[src/rtl/eth_vlg_pkg.sv]
// eth_vlg_pkg: shared types and constants for the eth_vlg stream blocks.
package eth_vlg_pkg;

    localparam int MON_LEN_W = 16;

    typedef enum logic {IDLE, FRAME} mon_state_t;

    typedef struct packed {
        logic dup_sof;
        logic orphan;
        logic len;
        logic tout;
    } mon_err_t;

    function automatic logic [MON_LEN_W-1:0] len_inc(input logic [MON_LEN_W-1:0] l, input logic [MON_LEN_W-1:0] lim);
        return (l >= lim) ? l : l + 1'b1;
    endfunction

endpackage

[src/rtl/eth_vlg_stream_mon_ch.sv]
// eth_vlg_stream_mon_ch: single-channel framing FSM with length/timeout checks,
// sticky errors and saturating packet/abort/error counters.
module eth_vlg_stream_mon_ch
    import eth_vlg_pkg::*;
#(
    parameter int MIN_LEN = 60,
    parameter int MAX_LEN = 1518,
    parameter int TIMEOUT = 2048,
    parameter int CNT_W   = 32
) (
    input  logic                 clk,
    input  logic                 rst,
    input  logic                 clr,
    input  logic                 val,
    input  logic                 sof,
    input  logic                 eof,
    output logic                 in_frame,
    output mon_err_t             err,
    output logic [MON_LEN_W-1:0] last_len,
    output logic [CNT_W-1:0]     pkt_cnt,
    output logic [CNT_W-1:0]     abort_cnt,
    output logic [CNT_W-1:0]     err_cnt
);

    localparam int TW = $clog2(TIMEOUT + 1);
    localparam logic [MON_LEN_W-1:0] LEN_MIN = MON_LEN_W'(MIN_LEN);
    localparam logic [MON_LEN_W-1:0] LEN_MAX = MON_LEN_W'(MAX_LEN);
    localparam logic [MON_LEN_W-1:0] LEN_SAT = MON_LEN_W'(MAX_LEN + 1);
    localparam logic [TW-1:0] TOUT_LAST = TW'(TIMEOUT - 1);

    mon_state_t st_q, st_d;
    logic [MON_LEN_W-1:0] len_q, len_d, last_len_q, last_len_d, done_len;
    logic [TW-1:0] tout_q, tout_d;
    mon_err_t err_q, err_d, ev;
    logic [CNT_W-1:0] pkt_q, pkt_d, abort_q, abort_d, errc_q, errc_d;
    logic done, abort, tout_hit;

    // clear happens first so that a same-cycle event still lands in the counter
    function automatic logic [CNT_W-1:0] bump(input logic [CNT_W-1:0] c, input logic z, input logic inc);
        logic [CNT_W-1:0] b;
        b = z ? '0 : c;
        return (inc && !(&b)) ? b + 1'b1 : b;
    endfunction

    assign tout_hit = !val && tout_q == TOUT_LAST;

    always_ff @(posedge clk or negedge rst) begin
        if (!rst) begin
            st_q       <= IDLE;
            len_q      <= '0;
            tout_q     <= '0;
            last_len_q <= '0;
            err_q      <= '0;
            pkt_q      <= '0;
            abort_q    <= '0;
            errc_q     <= '0;
        end else begin
            st_q       <= st_d;
            len_q      <= len_d;
            tout_q     <= tout_d;
            last_len_q <= last_len_d;
            err_q      <= err_d;
            pkt_q      <= pkt_d;
            abort_q    <= abort_d;
            errc_q     <= errc_d;
        end
    end

    always_comb begin
        st_d = st_q;
        if (val && sof) st_d = eof ? IDLE : FRAME;
        else if (st_q == FRAME && (val ? eof : tout_hit)) st_d = IDLE;
    end

    always_comb begin
        len_d    = len_q;
        tout_d   = tout_q;
        ev       = '0;
        done     = 1'b0;
        abort    = 1'b0;
        done_len = len_inc(len_q, LEN_SAT);
        if (val && sof) begin
            ev.dup_sof = st_q == FRAME;
            abort      = st_q == FRAME;
            len_d      = MON_LEN_W'(1);
            tout_d     = '0;
            done       = eof;
            done_len   = MON_LEN_W'(1);
        end else if (st_q == IDLE) begin
            ev.orphan = val;
        end else if (val) begin
            len_d  = len_inc(len_q, LEN_SAT);
            tout_d = '0;
            done   = eof;
        end else begin
            tout_d = tout_hit ? '0 : tout_q + 1'b1;
            ev.tout = tout_hit;
            abort   = tout_hit;
        end
        ev.len = done && (done_len < LEN_MIN || done_len > LEN_MAX);
    end

    always_comb begin
        err_d      = (clr ? '0 : err_q) | ev;
        last_len_d = done ? done_len : last_len_q;
        pkt_d      = bump(pkt_q, clr, done && !ev.len);
        abort_d    = bump(abort_q, clr, abort);
        errc_d     = bump(errc_q, clr, |ev);
    end

    assign in_frame  = st_q == FRAME;
    assign err       = err_q;
    assign last_len  = last_len_q;
    assign pkt_cnt   = pkt_q;
    assign abort_cnt = abort_q;
    assign err_cnt   = errc_q;

endmodule

[src/rtl/eth_vlg_stream_mon.sv]
// eth_vlg_stream_mon: N_CH independent stream-framing monitors with flattened
// status buses and a global error summary.
module eth_vlg_stream_mon
    import eth_vlg_pkg::*;
#(
    parameter int N_CH    = 4,
    parameter int MIN_LEN = 60,
    parameter int MAX_LEN = 1518,
    parameter int TIMEOUT = 2048,
    parameter int CNT_W   = 32
) (
    input  logic                      clk,
    input  logic                      rst,
    input  logic                      clr,
    input  logic [N_CH-1:0]           val,
    input  logic [N_CH-1:0]           sof,
    input  logic [N_CH-1:0]           eof,
    output logic [N_CH-1:0]           in_frame,
    output logic [N_CH-1:0]           err_dup_sof,
    output logic [N_CH-1:0]           err_orphan,
    output logic [N_CH-1:0]           err_len,
    output logic [N_CH-1:0]           err_tout,
    output logic                      any_err,
    output logic [N_CH*MON_LEN_W-1:0] last_len,
    output logic [N_CH*CNT_W-1:0]     pkt_cnt,
    output logic [N_CH*CNT_W-1:0]     abort_cnt,
    output logic [N_CH*CNT_W-1:0]     err_cnt
);

    for (genvar i = 0; i < N_CH; i++) begin : g_ch
        mon_err_t e;
        eth_vlg_stream_mon_ch #(
            .MIN_LEN (MIN_LEN),
            .MAX_LEN (MAX_LEN),
            .TIMEOUT (TIMEOUT),
            .CNT_W   (CNT_W)
        ) u_ch (
            .clk       (clk),
            .rst       (rst),
            .clr       (clr),
            .val       (val[i]),
            .sof       (sof[i]),
            .eof       (eof[i]),
            .in_frame  (in_frame[i]),
            .err       (e),
            .last_len  (last_len[i*MON_LEN_W +: MON_LEN_W]),
            .pkt_cnt   (pkt_cnt[i*CNT_W +: CNT_W]),
            .abort_cnt (abort_cnt[i*CNT_W +: CNT_W]),
            .err_cnt   (err_cnt[i*CNT_W +: CNT_W])
        );
        assign err_dup_sof[i] = e.dup_sof;
        assign err_orphan[i]  = e.orphan;
        assign err_len[i]     = e.len;
        assign err_tout[i]    = e.tout;
    end

    assign any_err = |{err_dup_sof, err_orphan, err_len, err_tout};

endmodule

[config.mk]
export PLATFORM = sky130hd
export DESIGN_NAME = eth_vlg_stream_mon
export DESIGN_NICKNAME = d
export VERILOG_FILES = /design/src/rtl/eth_vlg_pkg.sv /design/src/rtl/eth_vlg_stream_mon_ch.sv /design/src/rtl/eth_vlg_stream_mon.sv
export SDC_FILE = /design/constraint.sdc
export NUM_CORES = 1
export LEC_CHECK = 0
export ABC_AREA = 0
export CAP_MARGIN = 40
export CORE_MARGIN = 1.5
export CORE_UTILIZATION = 38
export CTS_CLUSTER_SIZE = 25
export DETAILED_ROUTE_END_ITERATION = 10
export DONT_BUFFER_PORTS = 1
export PLACE_DENSITY = 0.52
export SLEW_MARGIN = 20
export SYNTH_ARGS = -nofsm -noshare
export SYNTH_HDL_FRONTEND = slang
export SYNTH_SLANG_ARGS = --single-unit
[constraint.sdc]
create_clock -name clk -period 10 [get_ports clk]
set_clock_uncertainty 0.05 [all_clocks]
set_input_delay 1.5 -clock clk [delete_from_list [all_inputs] [get_ports clk]]
set_output_delay 1.5 -clock clk [all_outputs]
set_load 0.1 [all_outputs]
==> flow_metrics.tcl, run 1 <==
set metrics [dict create \
    status "finished, final reports clean" \
    powerDensity_nw_per_um2 135.0 \
    synthTopCellsByArea "dfrtp_1 (48%), xnor2_1 (5.9%), nand2_1 (4.3%), nor2_1 (4.3%), xor2_1 (4.1%)" \
    power.switching_mw 1.913 \
    avgSynthCellArea_sq_um 9.221 \
    routedWlPerCell_um 21.43 \
    grt.overflow.total 0 \
    syn_area_sq_um 30380 \
    io_buffers 0 \
    vdd_drop_max_mv 0.1031 \
    cts_resized 0 \
    grt_use_total_pct 25.61 \
    critPathKind "input pin to flop" \
    stdcell_area_sq_um 46590 \
    timing.slew.headroom_pct 8.480 \
    clock_path_buffers 3 \
    leakagePower_nw 19.16 \
    synth-seq-cells 580 \
    htreeDepth 3 \
    vias 27890 \
    cap_violations 0 \
    cts_setup_buffers 0 \
    synth.top_cell.area_share_pct 47.77 \
    place_congestion 0.8819 \
    cts_buffers 70 \
    fill_cells 6025 \
    mostFrequentLayoutCell "dfrtp_1" \
    antenna_cells 0 \
    cts_sinks 580 \
    stdcell_count 4973 \
    core_sq_um 79000 \
    clock_latency_ns 0.61 \
    min_path_type "flop to flop" \
    most-common-layout-cells "dfrtp_1 (579), buf_16 (431), nand2_1 (351)" \
    nNetsFinal 3909 \
    cts_hold_buf 0 \
    cts_root_buf "clkbuf_16" \
    drc_errors 0 \
    dieArea_sq_um 81660 \
    fin_tns_setup_ns 0 \
    drive_gt1_share_pct 18.02 \
    cp_slowest_cell "or4_1" \
    hpwl_um 76090 \
    finalCritPeriodShare_pct 49.81 \
    rows 103 \
    vias_per_cell 5.607 \
    hold_slack_ns 0.4515 \
    max_freq_mhz 200.8 \
    end_kind "flop" \
    clkTransAtPathRegs_ns 0.06 \
    grt_pass1_wl_um 167300 \
    ant_nets 0 \
    synth_seq_area_share_pct 47.77 \
    fin_util_pct 58.97 \
    dieWidth_um 285.8 \
    p_sw_share_pct 30.41 \
    dp.cells 4812 \
    async_flop_share_pct 100.0 \
    pre_cts_ws_ns 4.529 \
    wl_um 106500 \
    synth-main-ff-cell "dfrtp_1" \
    start_util_pct 38.46 \
    synth_cell_types 80 \
    grt_pass1_vias 28760 \
    slew_violations 0 \
    grt_antenna_before_repair 2 \
    hold_viol_final 0 \
    p_comb_share_pct 15.9 \
    path_max_fanout 370 \
    pin_count 484 \
    place_area_sq_um 43710 \
    p_int_mw 4.378 \
    setup_ws_ns 5.019 \
    syn2layout_area_growth_pct 53.33 \
    seqPwrFrac_pct 42.0 \
    dr.first_iter.drc_count 2329 \
    critPathLaunchType "input pin" \
    cts_tree "done" \
    grt_max_degree 581 \
    finalCriticalPeriod_ns 4.981 \
    synth_area_leader_cell "dfrtp_1" \
    dr.pass1.iters 6 \
    finalSetupViolCount 0 \
    max_stage_delay_ns 0.78 \
    yosysWarningCount 0 \
    synth_cells 3295 \
    required_ns 10.43 \
    synth_edf_count 0 \
    syn_nets 3330 \
    crit_arrival_ns 5.41 \
    worst_slew_pin_slew_ns 1.373 \
    die_y_um 285.8 \
    rsz0062_at_grt "false" \
    path_cells "nand2b_1, nor2_1, nand4_1, or4_1, o21bai_1, o21a_2, nor3_1, mux2_2" \
    power_mw 6.291 \
    p_clk_share_pct 42.1 \
]
flip-flops by register name (all words and copies together) (netlist names):
signal and cells:
g_ch.u_ch.pkt_cnt 128, g_ch.u_ch.in_frame 4, g_ch.u_ch.len_q 64, g_ch.u_ch.err_cnt 128
g_ch.u_ch.tout_q 48, g_ch.u_ch.abort_cnt 128, g_ch.u_ch.err 16, g_ch.u_ch.last_len 64
worst paths after layout:
check	from	endpoint	slack, ns	cells past startpoint
worst max register to register	g_ch[0].u_ch.len_q[13]$_DFFE_PN0P_	g_ch[0].u_ch.pkt_cnt[14]$_DFF_PN0_	5.34	11
min in group asynchronous	rst	g_ch[3].u_ch.pkt_cnt[24]$_DFF_PN0_	0.54	0
worst min-delay path	g_ch[1].u_ch.len_q[12]$_DFFE_PN0P_	g_ch[1].u_ch.len_q[12]$_DFFE_PN0P_	0.45	1
max in group asynchronous	rst	g_ch[1].u_ch.pkt_cnt[1]$_DFF_PN0_	7.50	2
worst max-delay path	clr	g_ch[0].u_ch.err_cnt[23]$_DFF_PN0_	5.02	8
worst min register to register	g_ch[1].u_ch.len_q[12]$_DFFE_PN0P_	g_ch[1].u_ch.len_q[12]$_DFFE_PN0P_	0.45	1
worst max-delay path, delay by kind of cell:
| kind | cells | cell delay, ns |
|---|---|---|
| AO/OA/AOI/OAI | 2 | 0.85 |
| AND/OR/NAND/NOR | 5 | 2.10 |
| multiplexers | 1 | 0.31 |
synthesized netlist by cell type (43+ instances only):
library cell    n
clkbuf_1      151
or3_1          56
nand4_1       121
and3_1         83
nor2_1        348
nand3_1       182
nor2b_1        97
nand2_1       351
inv_1          53
o21ai_0       148
mux2_2         43
and2_1         57
xor2_1        143
a21oi_1       119
xnor2_1       203
dfrtp_1       580
o31ai_1        54
nor4_1         60
nor3_1        102
cell type report:
cell class	instances	area, sq um	share of cell area (%)
Multi-Input combinational cell	2489	15000	32.20
Sequential cell	580	14520	31.16
Inverter	53	201.4	0.4324
Clock inverter	29	385.4	0.8272
Tap cell	1050	1314	2.820
Timing Repair Buffer	680	13180	28.30
Clock buffer	92	1986	4.262
cells by family after synthesis:
family	Yosys count	synth area share [%]
compound gates	456	9.472
xor+xnor	346	9.974
fa+ha+maj	20	0.8236
buf+inv	226	2.903
flops	580	47.77
mux	55	1.989
simple gates	1612	27.07
per-layer routing:
| metal | wire [um] | global-route usage, % | vias up |
|---|---|---|---|
| met3 | 6291 | 5.287 | 275 |
| met1 | 43270 | 31.76 | 13880 |
| met4 | 4826 | 11.16 | 0 |
| met5 | 0 | 0 | - |
| li1 | - | - | 12790 |
| met2 | 52150 | 43.12 | 947 |
power groups by stage:
stage,Sequential [mW],Combinational [mW],Clock (mW)
2_1_floorplan,2.90,0.329,0
3_3_place_gp,2.94,0.398,0
3_5_place_dp,2.70,0.919,0
4_1_cts,2.66,0.923,2.71
5_1_grt,2.65,1.06,2.80
6_report,2.64,1.00,2.65
Note: power is estimated with default switching activity, not from simulation.
==> run 2, diff against run 1 <==
--- a/config.mk
+++ b/config.mk
@@ -12,7 +12,7 @@
 export CTS_CLUSTER_SIZE = 25
 export DETAILED_ROUTE_END_ITERATION = 10
 export DONT_BUFFER_PORTS = 1
-export PLACE_DENSITY = 0.52
+export PLACE_DENSITY = 0.54
 export SLEW_MARGIN = 20
 export SYNTH_ARGS = -nofsm -noshare
 export SYNTH_HDL_FRONTEND = slang
==> constraint.sdc (replaced) <==
create_clock -name clk -period 4.3 [get_ports clk]
set_clock_uncertainty 0.05 [all_clocks]
set_input_delay 0.645 -clock clk [delete_from_list [all_inputs] [get_ports clk]]
set_output_delay 0.645 -clock clk [all_outputs]
set_load 0.1 [all_outputs]
==> flow_metrics.tcl, run 2 (same netlist as run 1, synthesis figures left out) <==
set metrics [dict create \
    mostFrequentLayoutCell "dfrtp_1" \
    p_clk_share_pct 43.5 \
    status "complete, but fails checks" \
    power_mw 14.72 \
    path_buf_inv 1 \
    violations "negative hold slack, max-slew violations" \
    routedWlPerCell_um 18.88 \
    slew_violations 170 \
    hpwl_um 64820 \
    drc_errors 0 \
    end_kind "flop" \
    grt_use_total_pct 22.23 \
    cts_root_buf "clkbuf_16" \
    required_ns 4.76 \
    fin_tns_setup_ns 0 \
    startpoint "g_ch[2].u_ch.len_q[0]$_DFFE_PN0P_" \
    grt_antenna_before_repair 1 \
    max_freq_mhz 243.1 \
    critPathKind "flop to flop" \
    pin_count 484 \
    most-common-layout-cells "dfrtp_1 (580), buf_4 (422), nand2_1 (351)" \
    setup_ws_ns 0.1867 \
    cts_sinks 580 \
    max_stage_delay_ns 0.53 \
    worst_slew_pin_slew_ns 2.053 \
    dr.pass1.iters 8 \
    drive_gt1_share_pct 19.40 \
    timing.slew.headroom_pct -36.84 \
    pre_cts_ws_ns 0.2473 \
    finalSetupViolCount 0 \
    critPathTopFamily "simple AND/OR/NAND/NOR gates" \
    syn2layout_area_growth_pct 32.06 \
    cts_buffers 71 \
    critPathLaunchType "flop" \
    power.switching_mw 4.393 \
    powerDensity_nw_per_um2 366.9 \
    start_util_pct 38.46 \
    cts_setup_buffers 0 \
    path_max_fanout 8 \
    grt_pass1_wl_um 146500 \
    clock_path_buffers 3 \
    grt_max_degree 581 \
    die_y_um 285.8 \
    grt.overflow.total 0 \
    hold_viol_final 347 \
    rows 103 \
    io_buffers 0 \
    cap_violations 0 \
    dr.first_iter.drc_count 1798 \
    reg2reg_from "g_ch[2].u_ch.len_q[0]$_DFFE_PN0P_" \
    dieArea_sq_um 81660 \
    vdd_drop_max_mv 0.2955 \
    clock_latency_ns 0.63 \
    p_int_mw 10.33 \
    dieWidth_um 285.8 \
    wl_um 92550 \
    htreeDepth 3 \
    cp_slowest_cell "or4_1" \
    min_path_type "input pin to async pin" \
    core_sq_um 79000 \
    nNetsFinal 3829 \
    p_comb_share_pct 15.9 \
    ant_nets 0 \
    place_congestion 0.9043 \
    finalCritPeriodShare_pct 95.66 \
    crit_arrival_ns 4.58 \
    path_cells "ha_1, and3_1, o211a_1, or4_1, xor2_1, or4_1, a21oi_1, o21ai_1, buf_4, a2111oi_2, or3b_2, a21oi_1" \
    cts_tree "done" \
    seqPwrFrac_pct 40.6 \
    grt_pass1_vias 25170 \
    p_sw_share_pct 29.84 \
    hold_slack_ns -0.3268 \
    vias 26160 \
    vias_per_cell 5.336 \
    clkTransAtPathRegs_ns 0.06 \
    finalCriticalPeriod_ns 4.113 \
    rsz0062_at_grt "false" \
    leakagePower_nw 17.32 \
]
run 2: cell types whose count changed in the layout (fill, tap and decap cells not counted), moves of 5 or more:
cell,previous run,this run
buf_1,149,44
buf_16,431,110
buf_2,16,6
buf_4,45,422
buf_6,10,5
clkbuf_1,29,22
clkinv_2,15,10
run 2: final timing paths:
path | end | slack, ns | depth (start not counted)
worst max-delay path | g_ch[2].u_ch.err_cnt[19]$_DFF_PN0_ | 0.19 | 12
worst min-delay path | g_ch[2].u_ch.last_len[12]$_DFFE_PN0P_ | -0.33 | 0
worst max register to register | g_ch[2].u_ch.err_cnt[19]$_DFF_PN0_ | 0.19 | 12
worst min register to register | g_ch[2].u_ch.tout_q[10]$_DFFE_PN0P_ | 0.45 | 1
max in group asynchronous | g_ch[0].u_ch.last_len[7]$_DFFE_PN0P_ | 2.89 | 0
min in group clk | g_ch[2].u_ch.tout_q[10]$_DFFE_PN0P_ | 0.07 | 1
run 2: metal layers:
metal | global-route usage (%) | vias to the layer above | share of wire [%]
li1 | - | 12620 | -
met1 | 29.22 | 12680 | 43
met2 | 35.98 | 706 | 47
met3 | 5.845 | 149 | 7.2
met4 | 6.442 | 0 | 2.5
met5 | 0 | - | 0
run 2: stage by stage:
stage	hold WS (ns)	instances	instance area [sq um]	util, %
3_3_place_gp	0.3133	4596	34260	43.37
4_1_cts	-0.3812	4891	40060	50.71
6_report	-0.3268	4902	40120	50.79
2_1_floorplan	0.2994	3295	30400	-
5_1_grt	-0.3655	4901	40120	50.79
3_5_place_dp	0.3089	4761	37540	47.52
run 2: power by group through the flow:
stage | clock network [mW] | logic (mW) | registers [mW]
6_report | 6.40 | 2.34 | 5.98
5_1_grt | 6.77 | 2.48 | 6.01
4_1_cts | 6.56 | 2.35 | 5.98
3_5_place_dp | 0 | 2.35 | 6.08
3_3_place_gp | 0 | 1.29 | 6.60
2_1_floorplan | 0 | 0.766 | 6.75
run 2: cell type report:
cell class	instances	area, sq um
fillers	7150	38870
multi-input cells	2489	15010
flip-flops and latches	580	14510
repair buffers	599	6563
clock buffers	101	2049
well taps	1050	1314
clock inverters	29	467.9
inverters	53	201.4
diodes	1	2.502
run 2: repair_timing:
item	CTS	global route
hold endpoints to repair	580	580
gates resized for setup	0	0
endpoints found under the setup margin	0	0
